===== src/rtl/logic_unit_pkg.sv =====
// Shared encodings for the logic unit: operand/flag widths, op and condition
// codes, and the flag register bit positions.
package logic_unit_pkg;

  localparam int unsigned OP_W   = 3;
  localparam int unsigned COND_W = 4;
  localparam int unsigned FLAG_W = 4;

  // Flag register bit positions: [3]=N, [2]=Z, [1]=C, [0]=V
  localparam int unsigned FLAG_N = 3;
  localparam int unsigned FLAG_Z = 2;
  localparam int unsigned FLAG_C = 1;
  localparam int unsigned FLAG_V = 0;

  typedef enum logic [OP_W-1:0] {
    OP_AND = 3'b000,
    OP_ORR = 3'b001,
    OP_EOR = 3'b010,
    OP_BIC = 3'b011,
    OP_MVN = 3'b100,
    OP_TST = 3'b101,
    OP_TEQ = 3'b110,
    OP_MOV = 3'b111
  } op_e;

  typedef enum logic [COND_W-1:0] {
    COND_EQ = 4'd0,
    COND_NE = 4'd1,
    COND_CS = 4'd2,
    COND_CC = 4'd3,
    COND_MI = 4'd4,
    COND_PL = 4'd5,
    COND_VS = 4'd6,
    COND_VC = 4'd7,
    COND_HI = 4'd8,
    COND_LS = 4'd9,
    COND_GE = 4'd10,
    COND_LT = 4'd11,
    COND_GT = 4'd12,
    COND_LE = 4'd13,
    COND_AL = 4'd14,
    COND_NV = 4'd15
  } cond_e;

endpackage


===== src/rtl/cond_check.sv =====
// Combinational ARM-style condition evaluator.
// Ports: cond   - condition code
//        flag   - flag register {N,Z,C,V}
//        pass_c - 1 when the condition holds for the given flags
module cond_check
  import logic_unit_pkg::*;
(
  input  logic [COND_W-1:0] cond,
  input  logic [FLAG_W-1:0] flag,
  output logic              pass_c
);

  logic n, z, c, v;

  assign n = flag[FLAG_N];
  assign z = flag[FLAG_Z];
  assign c = flag[FLAG_C];
  assign v = flag[FLAG_V];

  // Condition decode
  always_comb begin
    pass_c = 1'b0;
    case (cond_e'(cond))
      COND_EQ: pass_c = z;
      COND_NE: pass_c = !z;
      COND_CS: pass_c = c;
      COND_CC: pass_c = !c;
      COND_MI: pass_c = n;
      COND_PL: pass_c = !n;
      COND_VS: pass_c = v;
      COND_VC: pass_c = !v;
      COND_HI: pass_c = c && !z;
      COND_LS: pass_c = !c || z;
      COND_GE: pass_c = (n == v);
      COND_LT: pass_c = (n != v);
      COND_GT: pass_c = !z && (n == v);
      COND_LE: pass_c = z || (n != v);
      COND_AL: pass_c = 1'b1;
      COND_NV: pass_c = 1'b0;
      default: pass_c = 1'b0;
    endcase
  end

endmodule


===== src/rtl/logic_unit_pipe.sv =====
// Single-stage pipelined conditional logic unit with an N/Z/C/V flag register.
// Ports: Clk, Rst (async, active-high)
//        In_Valid/In_Ready   - input handshake (Op, Cond, S, In1, In2)
//        Flag_Load/Flag_In   - direct flag register write, independent of handshakes
//        Out_Valid/Out_Ready - output handshake (Result, Executed)
//        Flag                - current flag register {N,Z,C,V}
module logic_unit_pipe
  import logic_unit_pkg::*;
#(
  parameter int unsigned WIDTH = 32
) (
  input  logic              Clk,
  input  logic              Rst,
  input  logic              In_Valid,
  output logic              In_Ready,
  input  logic [OP_W-1:0]   Op,
  input  logic [COND_W-1:0] Cond,
  input  logic              S,
  input  logic [WIDTH-1:0]  In1,
  input  logic [WIDTH-1:0]  In2,
  input  logic              Flag_Load,
  input  logic [FLAG_W-1:0] Flag_In,
  output logic              Out_Valid,
  input  logic              Out_Ready,
  output logic [WIDTH-1:0]  Result,
  output logic              Executed,
  output logic [FLAG_W-1:0] Flag
);

  if (WIDTH < 8 || WIDTH > 64) begin : g_bad_width
    $error("logic_unit_pipe: WIDTH must be in 8..64");
  end

  logic             accept;
  logic             cond_pass;
  logic             is_test;
  logic             flag_upd;
  logic [WIDTH-1:0] logic_val;
  logic [WIDTH-1:0] res_next;
  logic [FLAG_W-1:0] flag_next;

  // Output buffer can take a new op when empty or being drained this edge
  assign In_Ready = !Out_Valid || Out_Ready;
  assign accept   = In_Valid && In_Ready;

  cond_check u_cond_check (
    .cond   (Cond),
    .flag   (Flag),
    .pass_c (cond_pass)
  );

  // Logic value, result selection and flag update
  always_comb begin
    logic_val = '0;
    case (op_e'(Op))
      OP_AND:  logic_val = In1 & In2;
      OP_ORR:  logic_val = In1 | In2;
      OP_EOR:  logic_val = In1 ^ In2;
      OP_BIC:  logic_val = In1 & ~In2;
      OP_MVN:  logic_val = ~In2;
      OP_TST:  logic_val = In1 & In2;
      OP_TEQ:  logic_val = In1 ^ In2;
      OP_MOV:  logic_val = In2;
      default: logic_val = '0;
    endcase

    is_test  = (op_e'(Op) == OP_TST) || (op_e'(Op) == OP_TEQ);
    // Test ops and failed conditions pass In1 through unchanged
    res_next = (cond_pass && !is_test) ? logic_val : In1;
    flag_upd = accept && cond_pass && (S || is_test);

    flag_next         = Flag;
    flag_next[FLAG_N] = logic_val[WIDTH-1];
    flag_next[FLAG_Z] = (logic_val == '0);
  end

  // Output stage
  always_ff @(posedge Clk or posedge Rst) begin
    if (Rst) begin
      Out_Valid <= 1'b0;
      Result    <= '0;
      Executed  <= 1'b0;
    end else if (accept) begin
      Out_Valid <= 1'b1;
      Result    <= res_next;
      Executed  <= cond_pass;
    end else if (Out_Ready) begin
      Out_Valid <= 1'b0;
    end
  end

  // Flag register; a direct load overrides an op-driven update
  always_ff @(posedge Clk or posedge Rst) begin
    if (Rst) begin
      Flag <= '0;
    end else if (Flag_Load) begin
      Flag <= Flag_In;
    end else if (flag_upd) begin
      Flag <= flag_next;
    end
  end

endmodule


===== config.mk =====
export PLATFORM = sky130hd
export DESIGN_NAME = logic_unit_pipe
export DESIGN_NICKNAME = d
export VERILOG_FILES = /design/src/rtl/logic_unit_pkg.sv /design/src/rtl/cond_check.sv /design/src/rtl/logic_unit_pipe.sv
export SDC_FILE = /design/constraint.sdc
export NUM_CORES = 1
export LEC_CHECK = 0
export CAP_MARGIN = 5
export CORE_ASPECT_RATIO = 0.9
export CORE_MARGIN = 4
export CORE_UTILIZATION = 25
export CTS_BUF_LIST = sky130_fd_sc_hd__clkbuf_2
export CTS_CLUSTER_SIZE = 10
export DETAILED_ROUTE_END_ITERATION = 16
export SLEW_MARGIN = 20
export SYNTH_ARGS = -nofsm -noshare
export SYNTH_HDL_FRONTEND = slang
export SYNTH_SLANG_ARGS = --single-unit

===== constraint.sdc =====
create_clock -name Clk -period 4.9 [get_ports Clk]
set_input_delay 0.735 -clock Clk [delete_from_list [all_inputs] [get_ports Clk]]
set_output_delay 0.735 -clock Clk [all_outputs]
set_load 0.01 [all_outputs]

==> results of run 1 <==
## cell type report
| type | count | area [um^2] |
|---|---|---|
| Fill cell | 1829 | 11200 |
| Multi-Input combinational cell | 443 | 2840 |
| Timing Repair Buffer | 130 | 1280 |
| Sequential cell | 38 | 951 |
| Inverter | 79 | 297 |
| Tap cell | 211 | 264 |
| Clock buffer | 5 | 25.0 |
| Clock inverter | 3 | 16.3 |
| Antenna cell | 1 | 2.50 |
## metrics by stage
stage                     utilization  power, mW  area (um^2)
after floorplan                     -      0.764         4300
after global placement          0.333       1.07         5630
after detailed placement        0.333       1.08         5630
after CTS                       0.336       1.24         5670
after global routing            0.336       1.33         5680
final                           0.336       1.22         5680
## metal layers
metal / wire length, um / track usage / vias to the layer above
met4: 175 / 0.0272 / 2
met3: 1050 / 0.0340 / 13
met1: 6880 / 0.210 / 2106
li1: - / - / 2331
met2: 6860 / 0.245 / 178
met5: 12 / 0 / -
## state kept, by name, indices dropped and copies added (netlist names)
register   count
Result        32
Flag           4
Executed       1
Out_Valid      1
## cells in the final DEF (no fill, tap or decap), types with 8 or more instances in the layout
cell type / instances
a21oi_1: 94
nor2_1: 42
dfrtp_1: 38
o21ai_1: 24
buf_4: 10
ha_1: 32
o21ai_0: 26
inv_1: 78
mux2i_1: 8
nand3_1: 15
clkdlybuf4s50_1: 118
a211oi_1: 16
nand2_1: 63
o211ai_1: 12
o22ai_1: 10
## cells by family (layout without fill, tap and decap cells)
| group | count (synthesis) | in the layout | share of synthesized area |
|---|---|---|---|
| compound gates | 247 | 247 | 0.375 |
| fa+ha+maj | 32 | 32 | 0.0932 |
| flops | 38 | 38 | 0.221 |
| buf+inv | 123 | 217 | 0.121 |
| xor+xnor | 3 | 3 | 0.00612 |
| other cells | 0 | 1 | 0 |
| simple gates | 149 | 149 | 0.152 |
| mux | 12 | 12 | 0.0318 |
## worst reg2reg max path, cell delays in order, from the launching register on
cell and delay (ps):
dfrtp_1 480, mux4_2 460, inv_1 70, o21ai_1 60
xor2_1 250, nand2_2 100, buf_12 200, a211oi_1 310
a21oi_1 120, a21oi_1 160
## power by group through the flow
stage                     logic (mW)  registers (mW)  clock network [mW]
after floorplan                0.322           0.442                   0
after global placement         0.652           0.418                   0
after detailed placement       0.658           0.419                   0
after CTS                      0.660           0.413               0.170
after global routing           0.721           0.420               0.186
final                          0.653           0.411               0.160
## path summary, 6_finish.rpt
| path | startpoint | endpoint | slack, ps | cells after the start |
|---|---|---|---|---|
| worst max-delay path | Op[0] | Flag[2] | 1340 | 8 |
| worst min-delay path | Result[10] | Result[10] | 530 | 1 |
| worst max register to register | Flag[3] | Result[0] | 2620 | 9 |
| worst min register to register | Result[10] | Result[10] | 530 | 1 |
| max in group asynchronous | Rst | Out_Valid | 3800 | 3 |
| min in group asynchronous | Rst | Result[10] | 680 | 3 |
==> impl_results.md, run 1 <==
* GR Util All Layers at 0.152
* TNS Setup at 0 ps
* Crit. End Element: flop
* Initial Util at 0.254
* CTS tree: built
* Clock skew at 40.1 ps
* Initial antenna violation count at 2
* Routed wire per std cell at 16.5 um
* Clock group share of total power at 0.130
* Flop pwr share at 0.336
* Kind of critical path: input port to flop
* Peak supply drop at ~100 uV
* DIE WIDTH at 146 um
* Crit path launch type: input port
* DRT iter0 DRCs at 346
* Skew-Pair Late Insertion Delay at ~440 ps
* Max clock buf depth at 2
* Core Rows at 45
* Worst Path Buf+Inv at 1
* Drt drc at 0
* TritonCTS Sinks at 38
* Largest cells by area after synthesis: dfrtp_1, a21oi_1, ha_1
* Post-CTS sizing at 0
* Avg Inst Size Synth at 7.11 um^2
* Commonest cells post-synth: a21oi_1, inv_1, nand2_1, nor2_1, dfrtp_1
* CTS Root Cell: clkbuf_2
* Final Critical Period at 3560 ps
* Post-synth EDFFs at 0
* Clk pin slew, worst setup/hold paths at 260 ps
* Max-cap check violation count at 0
* Final net count at 810
* Cts hold-fix bufs at 0
* Syn_nets at between 700 and 800
* LEAKAGE at ~2.4 nW
* Top cell type's share of synthesized area at 0.221
* Status: completed
* First-pass GRT wire length at around 24000 um
* Synth unique cells at 51
* Hold_ws at 526 ps
* Asr flop ratio synth at 1.00
* DR vias/cell at 5.09
* Worst slack, placed at roughly 950 ps
* Register area share after synthesis at 0.221
* Port bufs at 119
* Synth warnings at 0
* Final GP Congestion at 0.833
* Routed wire length at 15000 um
* Die height at 132 um
* Post-synthesis cell count at 604
* Hpwl dp at around 11000 um
* Full die area at 19300 um^2
* Max-slew violations at 0
* Synth Cell Area at 4300 um^2
* Largest net degree at the start of global routing at 60
* Via Count at 4630
* Num CTS Buffers at 5
* Post-synth top area cell: dfrtp_1
* Worst rel slew slack at 0.344
* Cell Int Power at about 0.73 mW
* Placeable Area at 16900 um^2
* Maximum fanout along the worst path at between 50 and 60
* Share of post-route cells with drive strength above 1 at 0.0587
* Most common cell in the synthesized netlist: a21oi_1
* Primary FF master, synth: dfrtp_1
* Worst path required time at 5290 ps
* Slew @ Worst Pin at approximately 980 ps
* Setup bufs post-CTS at 0
* Combinational Power Share at 0.534
* Largest stage delay, worst path at approximately 700 ps
* Final setup margin at ~1300 ps
* Hold Path Class: flop to flop
* Crit-path cells: buf_2 -> or3b_1 -> a21oi_1 -> a2111oi_1 -> o22ai_1 -> nor4_1 -> o2111ai_1 -> o21ai_1
* Top-Level Pins at 120
* FF+latch count, synth at 38
* Fin. Hold Viols at 0
* Worst EP arrival at 3940 ps
* PwrDens at 216 nW/um^2
* Fmax at about 280 MHz
* Vias in the first global route at 4459
* Post-route ant nets at 0
* Final Cycle Share at 0.726
* CP top delay family: compound AO/OA/AOI/OAI gates
* H-tree depth at 2
* Switch share at 0.407
* Grt ovf at 0
* RSZ-0062 raised after global routing: no
* Slowest-stage cell, CP: buf_2
* Non-filler instance count after layout at between 900 and 1000
* Setup violators final at 0
* Placed cell count at between 900 and 1000
* DR pass1 iterations at 5
* Psw at 0.498 mW
* P&R area growth vs syn at 32.2%
No activity file was read; power rests on OpenSTA's default activity.
==> run 2: changes to the inputs <==
- clock period: 4.9 -> 2.9 ns (I/O delays scaled with it)
==> impl_results.md, run 2 (synthesis results as in run 1) <==
* Status: completed
* Initial antenna violation count at 0 (-2)
* Max reg flops at 32 (unchanged)
* Kind of critical path: input port to flop
* Fmax at 391 MHz
* Crit path launch type: input port
* DR pass1 iterations at 5 (unchanged)
* Biggest regs: Result (32), Flag (4)
* Maximum fanout along the worst path at 6 (-90%)
* Max clock buf depth at 2 (unchanged)
* Setup bufs post-CTS at 0 (unchanged)
* Slowest-stage cell, CP: clkdlybuf4s50_1
* Reg2Reg Setup Slack at 640 ps (-1980 ps)
* Worst path required time at 3280 ps (-2010 ps)
* Fin. Hold Viols at 0 (unchanged)
* Routed wire length at 15000 um (+0.29%)
* Cts hold-fix bufs at 0 (unchanged)
* Total power at 2.16 mW (+77%)
* Placeable Area at 16900 um^2 (unchanged)
* First-pass GRT wire length at 23800 um (-1.1%)
* Num CTS Buffers at 5 (unchanged)
* Final Critical Period at 2550 ps
* Setup violators final at 0 (unchanged)
* Routed wire per std cell at 15.5 um (-5.8%)
* Diode count at 0 (-1)
* Largest stage delay, worst path at 610 ps (-110 ps)
* TritonCTS Sinks at 38 (unchanged)
* LEAKAGE at 2.75 nW (+13%)
* Max-slew violations at 0 (unchanged)
* Final GP Congestion at 0.865 (+3.8%)
* Final Cycle Share at 0.881
* CTS tree: built
* PwrDens at 350 nW/um^2 (+62%)
* Clk pin slew, worst setup/hold paths at 240 ps (-20 ps)
* Via Count at 4799 (+3.7%)
* Worst EP arrival at 2940 ps (-1000 ps)
* DR vias/cell at 4.95 (-2.7%)
* Port bufs at 119 (unchanged)
* Max-cap check violation count at 0 (unchanged)
* Peak supply drop at 165 uV (+65%)
* Worst slack, placed at -262 ps (-1210 ps)
* GR Util All Layers at 0.150 (-0.00138)
* Post-route ant nets at 0 (unchanged)
* Drt drc at 0 (unchanged)
* H-tree depth at 2 (unchanged)
* CTS Root Cell: clkbuf_2
* Hpwl dp at 11900 um (+6.5%)
* Vias in the first global route at 4424 (-0.78%)
* P&R area growth vs syn at 44.0%
* Grt ovf at 0 (unchanged)
* TNS Setup at 0 ps (unchanged)
* Die height at 132 um (unchanged)
* Biggest register: Result
* Worst rel slew slack at 0.603 (+0.259)
* Crit-path cells: clkdlybuf4s50_1 -> or3b_1 -> buf_4 -> a21oi_1 -> a2111oi_2 -> buf_4 -> nand4_1 -> o21ai_1 -> nand4_1 -> o21ai_1
* Top-Level Pins at 120 (unchanged)
* Core Rows at 45 (unchanged)
* Most frequent cells in the layout: clkdlybuf4s50_1, a21oi_1, inv_1
* Crit. End Element: flop
* Placed cell count at 961 (+6.7%)
* Full die area at 19300 um^2 (unchanged)
* Final net count at 870 (+7.4%)
* Worst Path Buf+Inv at 3 (+2)
* Final setup margin at 345 ps (-998 ps)
* DIE WIDTH at 146 um (unchanged)
* Share of post-route cells with drive strength above 1 at 0.133 (+0.0745)
* Largest net degree at the start of global routing at 58 (-3.3%)
* Skew-Pair Late Insertion Delay at 420 ps (-20 ps)
* CP top delay family: compound AO/OA/AOI/OAI gates
* Hold Path Class: input port to asynchronous set/reset pin
* DRT iter0 DRCs at 394 (+14%)
* Most common cell after layout, fill and taps aside: clkdlybuf4s50_1
* RSZ-0062 raised after global routing: no
* Slew @ Worst Pin at 595 ps (-389 ps)
* Hold_ws at 252 ps (-275 ps)
* Non-filler instance count after layout at 969 (+6.5%)
* Clock skew at 31.5 ps (-8.58 ps)
* Initial Util at 0.254 (unchanged)
run 2: changes by cell type in the layout (fill, tap and decap cells not counted):
cell / delta
buf_4: +55
buf_12: +5
diode_2: -1
o21ai_0: -1
o21ai_1: +1
run 2: stage by stage:
step | util | area, um^2
5_1_grt | 0.366 | 6190
3_5_place_dp | 0.364 | 6150
4_1_cts | 0.366 | 6190
3_3_place_gp | 0.364 | 6150
2_1_floorplan | - | 4300
6_report | 0.366 | 6190
run 2: final timing paths:
check                        endpoint  depth (start not counted)  startpoint
max in group asynchronous  Result[15]                          3         Rst
hold / removal               Executed                          2         Rst
setup reg to reg           Result[19]                          9     Flag[2]
hold reg to reg             Result[3]                          1   Result[3]
setup / recovery              Flag[2]                         10       Op[1]
min in group Clk            Result[3]                          1   Result[3]
run 2: layout make-up:
type,instances,area [um^2]
fillers,1802,10700
well taps,211,264
multi-input cells,443,2840
inverters,79,297
repair buffers,190,1790
flip-flops and latches,38,951
clock buffers,5,25.0
clock inverters,3,16.3
run 2: timing repair:
item,4_1_cts,5_1_grt
hold endpoints to repair,0,0
resized for setup,0,1
setup endpoints to repair,0,1
run 2: worst reg2reg max path, delay by kind of cell, from the launching register on:
kind | cells | cell delay [ps]
AO/OA/AOI/OAI | 4 | 610
XOR/XNOR | 1 | 260
multiplexers | 1 | 460
flip-flops | 1 | 480
AND/OR/NAND/NOR | 1 | 100
buffers and inverters | 2 | 270
run 2: where the power goes:
part | internal [mW] | switching, mW | leakage, nW
clock network | 0.0549 | 0.201 | 0.0264
registers | 0.632 | 0.0637 | 0.429
logic | 0.627 | 0.585 | 2.30
total | 1.31 | 0.850 | 2.75
run 2: routing by layer:
metal | GRT usage | up-vias | share of wire
li1 | - | 2468 | -
met3 | 0.0251 | 11 | 0.067
met1 | 0.217 | 2177 | 0.47
met4 | 0.0355 | 0 | 0.017
met5 | 0 | - | 0
met2 | 0.233 | 143 | 0.44
